File: src/rtl/vector_trace_pkg.sv
// Shared types and the lane-masking helper for the vector output tracer.
package vector_trace_pkg;

    typedef enum logic [1:0] {IDLE, RUN, DRAIN, DONE} trace_state_t;

    typedef enum logic [1:0] {
        MODE_OFF,
        MODE_ON_FLAG,
        MODE_EVERY,
        MODE_ON_CHANGE
    } trace_mode_t;

    // Upper bounds of the generic masking helper; callers zero-extend into
    // these widths and truncate the result back to their own bus width.
    localparam int MAX_LANES = 32;
    localparam int MAX_BUS_W = 512;

    // Zero every lane whose mask bit is clear. Lane k occupies bits
    // [k*lane_width +: lane_width].
    function automatic logic [MAX_BUS_W-1:0] lane_mask_apply(
        input logic [MAX_BUS_W-1:0] data,
        input logic [MAX_LANES-1:0] mask,
        input int                   lane_width
    );
        logic [MAX_BUS_W-1:0] res;
        res = '0;
        for (int i = 0; i < MAX_BUS_W; i++) begin
            if ((i / lane_width) < MAX_LANES && mask[i / lane_width]) begin
                res[i] = data[i];
            end
        end
        return res;
    endfunction

endpackage

File: src/rtl/vector_output_tracer_if.sv
// Trace stream from the tracer (master) to a host or UART bridge (slave).
interface vector_output_tracer_if #(
    parameter int DATA_W = 114,
    parameter int TS_W   = 16
);
    logic [DATA_W-1:0] trace_data;
    logic [TS_W-1:0]   trace_ts;
    logic              trace_valid;
    logic              trace_ready;

    modport master (
        output trace_data,
        output trace_ts,
        output trace_valid,
        input  trace_ready
    );

    modport slave (
        input  trace_data,
        input  trace_ts,
        input  trace_valid,
        output trace_ready
    );
endinterface

File: src/rtl/vector_output_tracer_fifo.sv
// Synchronous show-ahead FIFO; dout presents the head entry, zero when empty.
module trace_fifo #(
    parameter int WIDTH = 8,
    parameter int DEPTH = 16
) (
    input  logic                     clock,
    input  logic                     reset,
    input  logic                     push,
    input  logic                     pop,
    input  logic [WIDTH-1:0]         din,
    output logic [WIDTH-1:0]         dout,
    output logic [$clog2(DEPTH):0]   count,
    output logic                     full,
    output logic                     empty
);
    localparam int AW = $clog2(DEPTH);
    localparam int CW = AW + 1;

    logic [WIDTH-1:0] mem [DEPTH];
    logic [AW-1:0]    wr_ptr_q;
    logic [AW-1:0]    rd_ptr_q;
    logic [CW-1:0]    count_q;
    logic             do_push;
    logic             do_pop;

    assign empty   = (count_q == '0);
    assign full    = (count_q == CW'(DEPTH));
    assign do_pop  = pop && !empty;
    // A push into a full FIFO is legal only when the head leaves in the same cycle.
    assign do_push = push && (!full || do_pop);

    always_ff @(posedge clock) begin
        // NOTE: sequential state uses non-blocking assignments so every register
        // samples pre-edge values regardless of statement order.
        if (reset) begin
            wr_ptr_q <= '0;
            rd_ptr_q <= '0;
            count_q  <= '0;
        end else begin
            if (do_push) wr_ptr_q <= wr_ptr_q + AW'(1);
            if (do_pop)  rd_ptr_q <= rd_ptr_q + AW'(1);
            unique case ({do_push, do_pop})
                2'b10:   count_q <= count_q + CW'(1);
                2'b01:   count_q <= count_q - CW'(1);
                default: count_q <= count_q;
            endcase
        end
    end

    // NOTE: storage is deliberately not reset; clearing the pointers is enough
    // because nothing is ever read from an entry that was not written.
    always_ff @(posedge clock) begin
        if (do_push) mem[wr_ptr_q] <= din;
    end

    assign dout  = empty ? '0 : mem[rd_ptr_q];
    assign count = count_q;

endmodule

File: src/rtl/vector_output_tracer.sv
// Captures masked, timestamped samples of the vector CPU result bus into a
// FIFO and drains them over a valid/ready stream, bounded by a cycle limit.
module vector_output_tracer
    import vector_trace_pkg::*;
#(
    parameter int DATA_WIDTH  = 19,
    parameter int VECTOR_SIZE = 6,
    parameter int DEPTH       = 16,
    parameter int TS_WIDTH    = 16,
    parameter int DROP_WIDTH  = 8
) (
    input  logic                              clock,
    input  logic                              reset,
    input  logic                              start,
    input  logic [TS_WIDTH-1:0]               cycle_limit,
    input  logic [1:0]                        mode,
    input  logic [VECTOR_SIZE-1:0]            lane_mask,
    input  logic [VECTOR_SIZE*DATA_WIDTH-1:0] out,
    input  logic                              outFlag,
    vector_output_tracer_if.master            trace,
    output logic [$clog2(DEPTH):0]            fill_level,
    output logic                              overflow,
    output logic [DROP_WIDTH-1:0]             dropped,
    output logic                              busy,
    output logic                              run_done
);
    localparam int BUS_W   = VECTOR_SIZE * DATA_WIDTH;
    localparam int ENTRY_W = BUS_W + TS_WIDTH;

    trace_state_t           state_q;
    trace_mode_t            mode_q;
    logic [TS_WIDTH-1:0]    limit_q;
    logic [TS_WIDTH-1:0]    cnt_q;
    logic [TS_WIDTH-1:0]    cnt_d;
    logic [VECTOR_SIZE-1:0] mask_q;
    logic [BUS_W-1:0]       last_q;
    logic                   seen_q;
    logic                   overflow_q;
    logic [DROP_WIDTH-1:0]  dropped_q;
    logic [DROP_WIDTH-1:0]  dropped_d;
    logic                   busy_q;
    logic                   run_done_q;

    logic [BUS_W-1:0]       masked;
    logic                   capture;
    logic                   pop;
    logic                   push;
    logic                   drop;
    logic                   run_last;

    logic [ENTRY_W-1:0]     fifo_dout;
    logic [$clog2(DEPTH):0] fifo_count;
    logic                   fifo_full;
    logic                   fifo_empty;

    assign masked = BUS_W'(lane_mask_apply(MAX_BUS_W'(out), MAX_LANES'(mask_q), DATA_WIDTH));

    // A limit of zero behaves like a limit of one.
    assign run_last  = (limit_q == '0) || (cnt_q == limit_q - TS_WIDTH'(1));
    assign cnt_d     = cnt_q + TS_WIDTH'(1);
    assign dropped_d = (dropped_q == '1) ? dropped_q : dropped_q + DROP_WIDTH'(1);

    always_comb begin
        // NOTE: default first so no path leaves capture unassigned (no latch).
        capture = 1'b0;
        if (state_q == RUN) begin
            unique case (mode_q)
                MODE_ON_FLAG:   capture = outFlag;
                MODE_EVERY:     capture = 1'b1;
                MODE_ON_CHANGE: capture = outFlag && (!seen_q || masked != last_q);
                default:        capture = 1'b0;
            endcase
        end
    end

    assign pop  = trace.trace_ready && !fifo_empty;
    assign push = capture && (!fifo_full || pop);
    assign drop = capture && fifo_full && !pop;

    always_ff @(posedge clock) begin
        if (reset) begin
            state_q    <= IDLE;
            mode_q     <= MODE_OFF;
            limit_q    <= '0;
            cnt_q      <= '0;
            mask_q     <= '0;
            last_q     <= '0;
            seen_q     <= 1'b0;
            overflow_q <= 1'b0;
            dropped_q  <= '0;
            busy_q     <= 1'b0;
            run_done_q <= 1'b0;
        end else begin
            unique case (state_q)
                IDLE, DONE: begin
                    if (start) begin
                        state_q    <= RUN;
                        busy_q     <= 1'b1;
                        run_done_q <= 1'b0;
                        limit_q    <= cycle_limit;
                        mode_q     <= trace_mode_t'(mode);
                        mask_q     <= lane_mask;
                        cnt_q      <= '0;
                        overflow_q <= 1'b0;
                        dropped_q  <= '0;
                        seen_q     <= 1'b0;
                    end
                end
                RUN: begin
                    cnt_q <= cnt_d;
                    if (run_last) state_q <= DRAIN;
                end
                DRAIN: begin
                    // Captures stop in DRAIN, so an empty FIFO has nothing pending.
                    if (fifo_empty) begin
                        state_q    <= DONE;
                        busy_q     <= 1'b0;
                        run_done_q <= 1'b1;
                    end
                end
                default: state_q <= IDLE;
            endcase

            if (drop) begin
                overflow_q <= 1'b1;
                dropped_q  <= dropped_d;
            end
            if (push) begin
                last_q <= masked;
                seen_q <= 1'b1;
            end
        end
    end

    trace_fifo #(
        .WIDTH (ENTRY_W),
        .DEPTH (DEPTH)
    ) u_fifo (
        .clock (clock),
        .reset (reset),
        .push  (push),
        .pop   (trace.trace_ready),
        .din   ({masked, cnt_q}),
        .dout  (fifo_dout),
        .count (fifo_count),
        .full  (fifo_full),
        .empty (fifo_empty)
    );

    assign trace.trace_data  = fifo_dout[TS_WIDTH +: BUS_W];
    assign trace.trace_ts    = fifo_dout[TS_WIDTH-1:0];
    assign trace.trace_valid = !fifo_empty;

    assign fill_level = fifo_count;
    assign overflow   = overflow_q;
    assign dropped    = dropped_q;
    assign busy       = busy_q;
    assign run_done   = run_done_q;

endmodule
File: src/flat_wrapper.sv
// flat-port wrapper written by rule: the top's interface ports become plain ports
module vector_output_tracer_flat import vector_trace_pkg::*;
#(
    parameter int DATA_WIDTH  = 19,
    parameter int VECTOR_SIZE = 6,
    parameter int DEPTH       = 16,
    parameter int TS_WIDTH    = 16,
    parameter int DROP_WIDTH  = 8
)
  (clock, reset, start, cycle_limit, mode, lane_mask, out, outFlag, fill_level, overflow, dropped, busy, run_done, trace_trace_data, trace_trace_ts, trace_trace_valid, trace_trace_ready);
  vector_output_tracer_if trace_i ();
  input  logic clock;
  input  logic reset;
  input  logic start;
  input  logic [TS_WIDTH-1:0] cycle_limit;
  input  logic [1:0] mode;
  input  logic [VECTOR_SIZE-1:0] lane_mask;
  input  logic [VECTOR_SIZE*DATA_WIDTH-1:0] out;
  input  logic outFlag;
  output logic [$clog2(DEPTH):0] fill_level;
  output logic overflow;
  output logic [DROP_WIDTH-1:0] dropped;
  output logic busy;
  output logic run_done;
  output wire logic [$bits(trace_i.trace_data)-1:0] trace_trace_data;
  output wire logic [$bits(trace_i.trace_ts)-1:0] trace_trace_ts;
  output wire logic [$bits(trace_i.trace_valid)-1:0] trace_trace_valid;
  input wire logic [$bits(trace_i.trace_ready)-1:0] trace_trace_ready;
  assign trace_trace_data = trace_i.trace_data;
  assign trace_trace_ts = trace_i.trace_ts;
  assign trace_trace_valid = trace_i.trace_valid;
  assign trace_i.trace_ready = trace_trace_ready;
  vector_output_tracer #(.DATA_WIDTH(DATA_WIDTH), .VECTOR_SIZE(VECTOR_SIZE), .DEPTH(DEPTH), .TS_WIDTH(TS_WIDTH), .DROP_WIDTH(DROP_WIDTH)) u_core (.clock(clock), .reset(reset), .start(start), .cycle_limit(cycle_limit), .mode(mode), .lane_mask(lane_mask), .out(out), .outFlag(outFlag), .trace(trace_i), .fill_level(fill_level), .overflow(overflow), .dropped(dropped), .busy(busy), .run_done(run_done));
endmodule
File: config.mk
export PLATFORM = sky130hd
export DESIGN_NAME = vector_output_tracer_flat
export DESIGN_NICKNAME = d
export VERILOG_FILES = /design/src/rtl/vector_trace_pkg.sv /design/src/rtl/vector_output_tracer_if.sv /design/src/rtl/vector_output_tracer_fifo.sv /design/src/rtl/vector_output_tracer.sv /design/src/flat_wrapper.sv
export SDC_FILE = /design/constraint.sdc
export NUM_CORES = 2
export LEC_CHECK = 0
export ABC_AREA = 1
export ABC_CLOCK_PERIOD_IN_PS = 14000
export CORE_MARGIN = 2
export CORE_UTILIZATION = 45
export CTS_BUF_LIST = sky130_fd_sc_hd__clkbuf_2
export CTS_CLUSTER_SIZE = 20
export DETAILED_ROUTE_END_ITERATION = 10
export DONT_BUFFER_PORTS = 1
export GPL_ROUTABILITY_DRIVEN = 0
export PLACE_DENSITY = 0.56
export SLEW_MARGIN = 10
export SYNTH_ARGS = -nofsm -noshare
export SYNTH_HDL_FRONTEND = slang
export SYNTH_SLANG_ARGS = --single-unit
File: constraint.sdc
create_clock -name clock -period 14 [get_ports clock]
set_input_delay 4.2 -clock clock [delete_from_list [all_inputs] [get_ports clock]]
set_output_delay 4.2 -clock clock [all_outputs]
set_load 0.05 [all_outputs]
* Word-level counts from Yosys, hierarchy flattened
Memory sizes are Yosys's and may differ from the RTL's. A register that Yosys moved wholly into a read port is not among the register bits. Index checks and enable logic that the tools add are counted.
Word-level totals: output and inout port bits 147, memory bits (writable) 2080, register bits 181, memories 1, bits of input ports 143
Memories:
- u_core.u_fifo.mem | depth 16, width 130, rd ports 1, clocked after Yosys merged registers in 1, write ports 1, RTL line vector_output_tracer_fifo.sv:19 | logic [WIDTH-1:0] mem [DEPTH];
Cells by class: equal/unequal tests 16, multiplexer cells 141, reductions and logical operators 31, add/sub/neg operators 7
Operators by type and width (count):
- $mux W130 | 1
- $mux W1 | 124
- $ne A114 B114 Y1 | 1
- $mux W8 | 4
- $pmux W16 S2 | 1
- $add A16 B1 Y16 const B | 1
- $eq A16 B16 Y1 | 1
- $logic_not A16 Y1 | 1
- $mux W16 | 1
- $sub A16 B1 Y16 const B | 1
- $reduce_bool A2 Y1 | 7
- $eq A2 B2 Y1 const B | 5
- $pmux W5 S2 | 1
- $reduce_and A3 Y1 | 3
- $add A4 B1 Y4 const B | 2
- $add A8 B1 Y8 const B | 1
- $eq A8 B8 Y1 const B | 1
- $mux W4 | 2
- $reduce_and A2 Y1 | 4
- $eq A2 B1 Y1 const B | 3
- $logic_and A1 B1 Y1 | 6
- $mux W2 | 3
- $pmux W2 S3 | 1
- $add A5 B1 Y5 const B | 1
- 11 further kinds | 19

* Depth between registers and ports, before layout
word-level depth 10, mapped depth 28, depth with buffers taken out 24

* Cells and area by module
Synthesis repeated with hierarchy kept, for this count alone.
Unflattened totals: cell total of the unflattened synthesis 7678, area total of the unflattened synthesis 91795.5 µm²
By module, submodules not included:
- trace_fifo | times used 1, seq. area each 62800.2 µm², area an instance 82405.3 µm², cells an instance 6169
- vector_output_tracer | times used 1, seq. area each 3363.2 µm², area an instance 9390.3 µm², cells an instance 1509

* Worst setup path after synthesis
Ideal clock, no wire load.
path type input port to flip-flop, start point in out[46], end point mem u_core.u_fifo.mem[0][0] in the netlist's numbering (enable), setup slack 2379 ps, data required time 13379 ps, stages on the path 18, path buffers 2, arrival 11000 ps, library setup time 621 ps, cell sequence nand2_1 inv_1 nand2_1 nand3_1 nor2_1 nand2_1 nor2_1 nand2_1 nor2_1 nand2_1 nand2_1 nand2_2 nand3_2 inv_2 buf_2 buf_4 nand2_1 nor2_1
Between the ends: cells in the longest elaborated chain, start to end 10
Ends and longest elaborated chain:
- from (decl) | RTL line flat_wrapper.sv:18 | input logic [VECTOR_SIZE*DATA_WIDTH-1:0] out;
- $mux W1 | RTL line vector_trace_pkg.sv:28 | if ((i / lane_width) < MAX_LANES && mask[i / lane_width]) begin
- net u_core.masked[46] | RTL line vector_output_tracer.sv:44 | logic [BUS_W-1:0] masked;
- $ne A114 B114 Y1 | RTL line vector_output_tracer.sv:70 | MODE_ON_CHANGE: capture = outFlag && (!seen_q || masked != last_q);
- $logic_or A1 B1 Y1 | RTL line vector_output_tracer.sv:70
- $logic_and A1 B1 Y1 | RTL line vector_output_tracer.sv:70
- $pmux W1 S3 | RTL line vector_output_tracer.sv:67 | unique case (mode_q)
- $mux W1 | RTL line vector_output_tracer.sv:66 | if (state_q == RUN) begin
- $logic_and A1 B1 Y1 | RTL line vector_output_tracer.sv:77 | assign push = capture && (!fifo_full || pop);
- $logic_and A1 B1 Y1 | RTL line vector_output_tracer_fifo.sv:30 | assign do_push = push && (!full || do_pop);
- $mux W1 | RTL line vector_output_tracer_fifo.sv:53 | if (do_push) mem[wr_ptr_q] <= din;
- $mux W1 (not written as such) | RTL line vector_output_tracer_fifo.sv:53
- to (decl) | RTL line vector_output_tracer_fifo.sv:19
The timed path passes the listed nets, and every way through them passes these cells.

==> flow_summary.json <==
{
  "p_leak_nw": 33.43,
  "ys_warn_count": 0,
  "ys_seq_area_frac": 0.7350,
  "multi_input_area_mm2": 0.02094,
  "cts_max_level": 6,
  "overflow": 0,
  "synth_top_area_cell": "edfxtp_1",
  "synthToLayoutAreaGrowth_pct": 9.329,
  "port_buffers": 0,
  "cts_buffers": 596,
  "core_area_mm2": 0.1992,
  "min-delay-start": "u_core.u_fifo.rd_ptr_q[3]",
  "hold_ws_ps": 440.6,
  "maxCapViolCount": 0,
  "cp_slowest_cell": "a21oi_1",
  "synth_area_mm2": 0.09002,
  "path_cells": "buf_12 > buf_12 > buf_4 > o21ai_0 > o221ai_1 > o211ai_1 > a21oi_1 > buf_6",
  "power_per_cell_area_mw_per_mm2": 191.4,
  "placed_area_mm2": 0.09321,
  "fmax_mhz": 93.06,
  "drt-initial-drc-count": 6831,
  "clock_path_buffers": 4,
  "n_fill_cell": 17880,
  "place_ws_ps": 3767,
  "post-route-drc-count": 0,
  "num_vias": 61910,
  "antenna_found_initial": 41,
  "power_frac_clock": 0.238,
  "synth_edf_count": 2080,
  "utilization": 0.4939,
  "layout-drive-gt1-share": 0.1469,
  "num-nets-final": 7595,
  "post_synth.cell_area_avg_um2": 12.57,
  "dieHeight_um": 451.3,
  "layout_min_cycle_time_ps": 10750,
  "cts_hold_buffers": 0,
  "synthCells": 7161,
  "synthTopCellsByArea": "edfxtp_1 (69%), o21ai_0 (6.4%), nor2_1 (5.0%), dfxtp_1 (4.1%), o221ai_1 (3.8%)",
  "cp-start-kind": "flip-flop",
  "final_area_mm2": 0.09842,
  "critical_path_buf_inv_count": 4,
  "layout_setup_ws_ps": 3255,
  "place_inst": 9494,
  "grt_pass1_vias": 59920,
  "cp_common_cell": "buf_12",
  "p_sw_mw": 7.862,
  "syn_nets": 7320,
  "ir_drop_mv": 0.1531,
  "cts-root-buf": "clkbuf_2",
  "clk_pin_slew_ps": 110,
  "status": "completed",
  "yosys_most_used_dff": "edfxtp_1",
  "grt_use_total": 0.2711,
  "grt_pass1_wl_mm": 406.6,
  "crit_family": "buffers and inverters",
  "r2r_start": "u_core.mask_q[5]",
  "fin_tns_setup_ps": 0,
  "p_seq_frac": 0.421,
  "synthTopCellsByCount": "edfxtp_1 (2080), nor2_1 (1210), o21ai_0 (1158)",
  "dieArea_mm2": 0.2036,
  "async_flop_share": 0,
  "post_cts_resized": 0,
  "drv_slew": 0,
  "crit_fanout": 190,
  "timing.final.crit_share": 0.7675,
  "layout.cells.non_filler": 10540,
  "p_comb_frac": 0.341,
  "ant_nets": 0,
  "internal_power_mw": 10.98,
  "worstSetupPathType": "flip-flop to output port",
  "power.total_mw": 18.84,
  "postCtsSetupBuffers": 0,
  "die_w_um": 451.3,
  "synth_top_area_share": 0.6939,
  "skew_ps": 168.9,
  "rsz0062_at_grt": "false",
  "routed_wl_mm": 282.5,
  "finalHoldViolations": 0,
  "clock_sinks": 2265,
  "cp_slowest_stage_delay_ps": 860,
  "end_kind": "output port",
  "swShare": 0.4174,
  "synth_seq_cells": 2265,
  "pin_count": 290,
  "floorplan.initialDensity": 0.4518,
  "tightestPinTransition_ps": 1326,
  "yosysMostFrequentCell": "edfxtp_1",
  "clkLatencyLatePin_ps": 1920,
  "firstDrtPassIters": 6,
  "num_rows": 164,
  "drt-vias-per-instance": 5.871,
  "crit_required_ps": 9800,
  "setup_viol_count_final": 0,
  "arrival_ps": 6550,
  "relSlewSlack": 0.1159,
  "synth.distinct_cells": 34,
  "wl_per_cell_um": 26.80,
  "grt_max_degree": 191,
  "seq_area_mm2": 0.06618,
  "hold_class": "flip-flop to flip-flop",
  "dp_hpwl_mm": 149.5,
  "cts_tree": "done"
}
registers in the layout, indices dropped and copies added, names as in the netlist, 2 cells and up, named ones only:
name                    cells
u_core.u_fifo.mem        2080
u_core.u_fifo.wr_ptr_q      4
u_core.u_fifo.rd_ptr_q      4
u_core.last_q             114
u_core.state_q              2
u_core.mode_q               2
u_core.cnt_q               16
u_core.limit_q             16
u_core.dropped              8
u_core.mask_q               6
u_core.u_fifo.count         5
cell type report:
class                      instances  area share
clock inverter                   128    0.006891
timing repair buffer             190     0.01707
multi-input combinational       4106      0.2128
clock buffer                     889     0.04521
antenna                           33   0.0008391
tap                             2656     0.03377
inverter                         277     0.01102
sequential                      2265      0.6724
metal layers:
| metal | routed length [µm] | global-route usage | share of wire |
|---|---|---|---|
| met2 | 135000 | 0.4312 | 0.48 |
| met1 | 115000 | 0.3578 | 0.41 |
| met5 | 24 | 0 | 0.000085 |
| met3 | 20610 | 0.04994 | 0.073 |
| met4 | 11920 | 0.1359 | 0.042 |
cell families (layout without fill, tap and decap cells):
logic type / Yosys count / in the layout / share of synthesized area
DFF: 2265 / 2265 / 0.7350
AOI/OAI and AO/OA: 2151 / 2151 / 0.1415
and+or+nand+nor: 1903 / 1903 / 0.08363
buffers and inverters: 790 / 1484 / 0.03409
xor gates and xnor gates: 36 / 36 / 0.003503
adders and majority gates: 16 / 16 / 0.002307
other: 0 / 33 / 0
power groups by stage:
stage / Combinational (mW) / Clock, mW / Sequential (mW)
floorplan: 4.26 / 0 / 7.99
global placement: 6.38 / 0 / 8.07
detailed placement: 6.43 / 0 / 8.08
CTS: 6.45 / 4.59 / 7.92
global route: 6.89 / 4.94 / 7.95
finish: 6.43 / 4.48 / 7.93
tightest hold or removal path, cell delays in order, from the launching register on:
cell     delay, ps
dfxtp_1        310
inv_1           60
a21oi_1         70
final timing paths:
check	end	slack (ps)	cells after the start
worst min-delay path	flip-flop	440	2
worst max register to register	u_core.u_fifo.mem[14][77]	6720	16
worst min register to register	flip-flop	440	2
worst max-delay path	trace_trace_data[71]	3250	8
placed cells by master (no fill, tap or decap), types with 7 or more instances in the layout:
master,Yosys,routed
nor2_4,0,17
xnor2_1,7,7
inv_1,266,263
clkbuf_2,0,889
edfxtp_1,2080,2080
clkinv_1,1,100
nand3_1,225,225
o221ai_1,393,393
ha_1,15,15
a21oi_1,286,282
inv_2,10,22
dfxtp_1,185,180
nor2_1,1210,1193
bufinv_16,0,7
o21ai_1,53,54
nor3b_1,7,7
o22ai_1,127,127
nand4_1,8,8
diode_2,0,33
nand2_1,430,429
o211ai_1,127,127
buf_4,14,169
xor2_1,29,29
buf_12,0,20
nor3_1,10,10
o21ai_0,1158,1157
(Power assumes the default switching activity.)
